**src/rtl/fifo_ser_pkg.sv**
```systemverilog
// Shared types and helpers for the FIFO block serializer.
// WORDS and IDX_W describe the default 128-bit block / 32-bit word geometry.
package fifo_ser_pkg;

  localparam int unsigned BLOCK_W_DEF = 128;
  localparam int unsigned WORD_W_DEF  = 32;
  localparam int unsigned WORDS       = BLOCK_W_DEF / WORD_W_DEF;
  localparam int unsigned IDX_W       = $clog2(WORDS);

  // IDLE must encode as zero so the reset state reads back as all-zero.
  typedef enum logic [1:0] {
    IDLE = 2'd0,
    POP  = 2'd1,
    LOAD = 2'd2,
    SEND = 2'd3
  } ser_state_t;

  // Reverse the byte order within one output word.
  function automatic logic [WORD_W_DEF-1:0] byte_swap(input logic [WORD_W_DEF-1:0] w);
    logic [WORD_W_DEF-1:0] r;
    r = '0;
    for (int b = 0; b < int'(WORD_W_DEF / 8); b++) begin
      r[8*b +: 8] = w[WORD_W_DEF-8-8*b +: 8];
    end
    return r;
  endfunction

endpackage

```
**src/rtl/fifo_block_serializer.sv**
```systemverilog
// Read side of the block FIFO: pops one block, streams it out MSW-first as
// WORD_W-bit words on a valid/ready interface, and counts completed blocks.
// Optional feature: define FIFO_SER_BYTE_SWAP_EN to byte-reverse each output word.
module fifo_block_serializer
  import fifo_ser_pkg::*;
#(
  parameter int unsigned BLOCK_W = BLOCK_W_DEF,
  parameter int unsigned WORD_W  = WORD_W_DEF,
  parameter int unsigned CNT_W   = 16
) (
  input  logic               clk,
  input  logic               nRst,
  input  logic               fifo_empty,
  output logic               fifo_read,
  input  logic [BLOCK_W-1:0] fifo_data,
  output logic               out_valid,
  input  logic               out_ready,
  output logic [WORD_W-1:0]  out_data,
  output logic               out_last,
  output logic               busy,
  output logic [CNT_W-1:0]   blocks_sent
);

  ser_state_t         state_q;
  logic [BLOCK_W-1:0] shreg_q;
  logic [IDX_W-1:0]   word_idx_q;
  logic [CNT_W-1:0]   blocks_q;
  logic               last_word;
  logic [WORD_W-1:0]  head_word;

  assign last_word = (word_idx_q == IDX_W'(WORDS - 1));
  assign head_word = shreg_q[BLOCK_W-1 -: WORD_W];

  // FSM, shift register, word index and block counter share one state process.
  always_ff @(posedge clk or negedge nRst) begin
    if (!nRst) begin
      state_q    <= IDLE;
      shreg_q    <= '0;
      word_idx_q <= '0;
      blocks_q   <= '0;
    end else begin
      unique case (state_q)
        IDLE: begin
          if (!fifo_empty) state_q <= POP;
        end
        POP: begin
          // fifo_data becomes valid after this edge.
          state_q <= LOAD;
        end
        LOAD: begin
          shreg_q    <= fifo_data;
          word_idx_q <= '0;
          state_q    <= SEND;
        end
        SEND: begin
          if (out_ready) begin
            shreg_q    <= shreg_q << WORD_W;
            word_idx_q <= word_idx_q + IDX_W'(1);
            if (last_word) begin
              blocks_q <= blocks_q + CNT_W'(1);
              // Chain straight into the next pop when more data is queued.
              state_q  <= fifo_empty ? IDLE : POP;
            end
          end
        end
        default: state_q <= IDLE;
      endcase
    end
  end

  // Outputs are pure decodes of registered state, so they reset with it.
  always_comb begin
    fifo_read   = (state_q == POP);
    out_valid   = (state_q == SEND);
    out_last    = (state_q == SEND) && last_word;
    busy        = (state_q != IDLE);
    blocks_sent = blocks_q;
`ifdef FIFO_SER_BYTE_SWAP_EN
    out_data    = byte_swap(head_word);
`else
    out_data    = head_word;
`endif
  end

endmodule

```
**config.mk**
```make
export PLATFORM = sky130hd
export DESIGN_NAME = fifo_block_serializer
export DESIGN_NICKNAME = d
export VERILOG_FILES = /design/src/rtl/fifo_ser_pkg.sv /design/src/rtl/fifo_block_serializer.sv
export SDC_FILE = /design/constraint.sdc
export NUM_CORES = 1
export LEC_CHECK = 0
export CAP_MARGIN = 20
export CORE_ASPECT_RATIO = 1.4
export CORE_UTILIZATION = 29
export CTS_CLUSTER_DIAMETER = 40
export DETAILED_ROUTE_END_ITERATION = 6
export DONT_BUFFER_PORTS = 1
export PLACE_DENSITY = 0.52
export SETUP_SLACK_MARGIN = 0.02
export SYNTH_ARGS = -nofsm -noshare
export SYNTH_HDL_FRONTEND = slang
export SYNTH_SLANG_ARGS = --single-unit
export TNS_END_PERCENT = 1
```
**constraint.sdc**
```tcl
create_clock -name clk -period 2.95 [get_ports clk]
set_input_delay 0.59 -clock clk [delete_from_list [all_inputs] [get_ports clk]]
set_output_delay 0.59 -clock clk [all_outputs]
set_load 0.005 [all_outputs]
```
Word level (Yosys, flattened, before mapping):

Index checks and enable logic that the tools add are counted.

* add/sub/neg operators: 2
* eq/ne operators: 7
* mux-type cells: 9
* reduce and logical (&&, ||, !) cells: 7

Operator list (number)
* case mux 128 bit (2 select lines): 1
* 2-to-1 mux 128 bit: 1
* adder 16 x 1 -> 16 bit (second input constant): 1
* 2-to-1 mux 2 bit: 4
* case mux 2 bit (4 select lines): 1
* equality test 2 bit (second input constant): 3
* AND reduction 3 bit: 2
* != test 2 x 1 -> 1 bit (second input constant): 2
* case mux 2 bit (2 select lines): 1
* nonzero test 2 bit: 2
* adder 2 x 1 -> 2 bit (second input constant): 1
* equality test 2 x 1 -> 1 bit (second input constant): 1
* logical NOT 2 bit: 1
* != test 2 bit (second input constant): 1
* AND reduction 2 bit: 1
* logical AND 1 bit: 1
* 2-to-1 mux 1 bit: 1

* bits in registers: 148
* bits of input ports: 132
* output and inout port bits: 52
* word-level logic and storage cells: 29

Longest topological paths before layout:

* depth after elaboration: 4
* gate-level depth with buffers: 10
* mapped depth without buffers: 6

Worst setup path after synthesis:

No wires, ideal clock.

* path kind: register to register
* from: reg state_q[0]
* to: reg shreg_q[91]
* setup time: 0.083 ns
* data arrival time: 1.645 ns
* data required time: 2.867 ns
* path slack: 1.222 ns
* cell stages (with the launch flop): 11
* path buffers: 4
* period minus slack after synthesis: 1.728 ns
* cells stage by stage: dfrtp_1 inv_1 ha_1 nor2b_1 buf_4 a21oi_4 buf_6 buf_6 buf_6 nand2_1 o21ai_0

* word-level cells in the longest chain between the ends: 3
* elaborated cells on any way between the ends: 6
* those cells by class: 3 x eq/ne; 1 x mux; 2 x reduce/logical

RTL lines
* from (decl): line fifo_block_serializer.sv:24 `ser_state_t state_q;`
* from (signal assigned): line fifo_block_serializer.sv:62 `state_q <= fifo_empty ? IDLE : POP;`
* equality test 2 bit: line fifo_block_serializer.sv:42 `unique case (state_q)`
* != test 2 x 1 -> 1 bit (no line) or nonzero test 2 bit (tied branches)
* AND reduction 2 bit (no line)
* to (signal assigned): line fifo_block_serializer.sv:51 `shreg_q <= fifo_data;`
* to (signal assigned): line fifo_block_serializer.sv:57 `shreg_q <= shreg_q << WORD_W;`
* to (decl): line fifo_block_serializer.sv:25 `logic [BLOCK_W-1:0] shreg_q;`

Several ways; a longest one is shown, not always the timed one.
A chain may end at the register's enable or synchronous reset.

Worst setup path after layout:

* from: reg state_q[0]
* to: reg shreg_q[29]

The elaborated chain is that of the path after synthesis.

==> reports/qor.yml <==
critical_path:
  path_class: "reg2reg"
  cp.required_ps: 3250
  critPathLaunchType: "register"
  reg2reg_setup_slack_ps: 540
  cp-startpoint: "state_q[0]"
  cp_num_buf_inv: 2
  cp_slowest_stage_delay_ps: 790
  crit_slowest_cell: "nor2b_4"
  regToRegStartpoint: "state_q[0]"
  end_kind: "register"
  crit_arrival_ps: 2710
  cp_max_fo: 106
  path_delay_family: "simple AND/OR/NAND/NOR gates"
  worstPathCellList: "inv_1 -> ha_1 -> nor2b_4 -> a21oi_4 -> buf_12 -> a22o_1"
routing:
  via_per_inst: 4.595
  drt_iter0_markers: 132
  drtPass1Iterations: 4
  met3_length_um: 848
  wl_met2_um: 7565
  route.detailed.drc: 0
  vias: 4021
  ant_nets: 0
  wl_per_cell_um: 17.85
  met1_length_um: 6849
  top_layer: "met4"
  finalWirelength_um: 15620
synthesis:
  yosys.area.top_type_share_pct: 53.90
  synth_cells: 608
  ys_types: 29
  synth_top_flop_cell: "dfrtp_1"
  synth_top_cell_by_area: "dfrtp_1"
  synth_common_cells: "148 x dfrtp_1, 103 x nand2_1, 96 x mux2i_1, 58 x o21ai_1, 39 x o21ai_0"
  ys_top_cells_by_area: "dfrtp_1 54%, mux2i_1 14%, nand2_1 5.6%, a22o_1 4.3%, o21ai_1 4.2%"
  yosysMostFrequentCell: "dfrtp_1"
  synth-async-reset-ratio_pct: 100.0
  syn_area_um2: 6872
  synth_edf_count: 0
  synth_nets: 748
  ys_seq_area_share_pct: 53.90
  syn_area_per_cell_um2: 11.30
  synth_warnings: 0
  ys_seq_elements: 148
final_layout:
  register_area_um2: 3704
  num-nets-final: 697
  syn_to_final_growth_pct: 8.121
  drive_gt1_share_pct: 8.787
  n_antenna_cell: 0
  multi_input_area_um2: 2670
  n_fill_cell: 2341
clock_tree:
  htree_num_levels: 4
  postCtsSetupBuffers: 0
  cts_root_buffer: "clkbuf_16"
  clock-sinks: 148
  cts.reportedPaths.clkPinSlew_ps: 60
  numCtsBuffers: 17
  insertion_delay_ps: 420
  cts.repair.resized: 0
  cts_buffer_depth: 2
  cts_tree: "done"
timing:
  setup_ws_ps: 543.9
  tightest_slew_ps: 947.8
  whs_ps: -128.2
  clock_skew_ps: 8.071
  fin_crit_ps: 2406
  rsz0062_at_grt: "false"
  fmax_mhz: 415.6
  finalSetupViolations: 0
  final.setup.tns_ps: 0
  final_max_slew_viol_count: 0
  fin_crit_sh_pct: 81.56
  relSlewSlack_pct: 36.68
  hold_viol_final: 148
global_route:
  overflow: 0
  grt_pass1_wl_um: 23710
  grt_max_degree: 149
  track_usage_pct: 13.01
  antenna_found_initial: 0
  grt_pass1_vias: 4291
placement:
  hpwl_um: 11090
  port_buffers: 0
  place.gp.congestion: 0.7687
  dp_slack_ps: 572.6
power_and_ir_drop:
  leakagePower_uw: 0.003299
  power_density_nw_per_um2: 1161
  ir_worst_vdd_mv: 0.7407
outcome:
  run_status: "finished with violations"
  failed_checks: "hold timing"
job:
  drv_cap: 0
floorplanning:
  core_um2: 23200
  start_util_pct: 29.61
  die_y_um: 184.1
  num_rows: 66
  die_w_um: 132.1
  pin_count: 184
  dieArea_um2: 24320
worst_hold_path:
  hold_class: "in2async"
-- worst paths after layout --
path | cells past startpoint | end
hold / removal | 0 | blocks_sent[0]
min in group clk | 1 | shreg_q[18]
setup reg to reg | 6 | shreg_q[29]
max in group asynchronous | 0 | shreg_q[10]
setup / recovery | 6 | shreg_q[29]
hold reg to reg | 2 | shreg_q[32]
-- cells in the final DEF, fill, tap and decap left out, types with 4 or more instances in the layout --
cell type / netlist / routed
ha_1: 8 / 7
clkbuf_16: 0 / 17
o21ai_1: 58 / 58
nand2_1: 103 / 103
dfrtp_1: 148 / 148
o21ai_0: 39 / 39
clkinvlp_4: 0 / 4
xnor2_1: 10 / 10
and3_1: 5 / 5
mux2i_1: 96 / 96
a22o_1: 34 / 34
-- registers in the layout, summed over array words and instances (netlist names) --
register	cells
state_q	2
shreg_q	128
word_idx_q	2
blocks_sent	16
-- layout make-up --
type                    instances  share of cell area (%)
repair buffers                  5                  0.8420
multi-input cells             382                   35.94
flip-flops and latches        148                   49.85
well taps                     306                   5.153
clock inverters                12                   2.105
inverters                       3                  0.1516
clock buffers                  19                   5.962
-- where the power goes --
group	total, µW	internal, µW	switching, µW
logic	2920	1240	1680
registers	3500	2920	578
clock network	2200	1350	854
total	8620	5510	3110
-- per-stage QoR --
step	instances	power [µW]	cell area (µm²)	util (%)
final	875	8624	7430	32.02
after global routing	875	9278	7430	32.02
after CTS	875	8755	7430	32.02
after detailed placement	844	6528	6830	29.43
after global placement	844	6388	6830	29.43
after floorplan	608	6228	6872	-
-- per-layer routing --
metal	global-route usage (%)	vias to the layer above
li1	-	1974
met1	15.58	1913
met2	21.19	120
met3	3.905	14
met4	6.558	0
met5	0	-
-- logic make-up (layout without fill, tap and decap cells) --
family	Yosys count	after routing	synth area share (%)
XOR/XNOR	16	16	2.367
adder cells (fa/ha/maj)	8	8	1.457
AO/OA/AOI/OAI	134	134	11.85
multiplexers	99	99	14.48
AND/OR/NAND/NOR	125	125	8.412
flip-flops	148	148	53.90
buffers and inverters	78	39	7.538
Note: power is estimated with default switching activity, not from simulation.
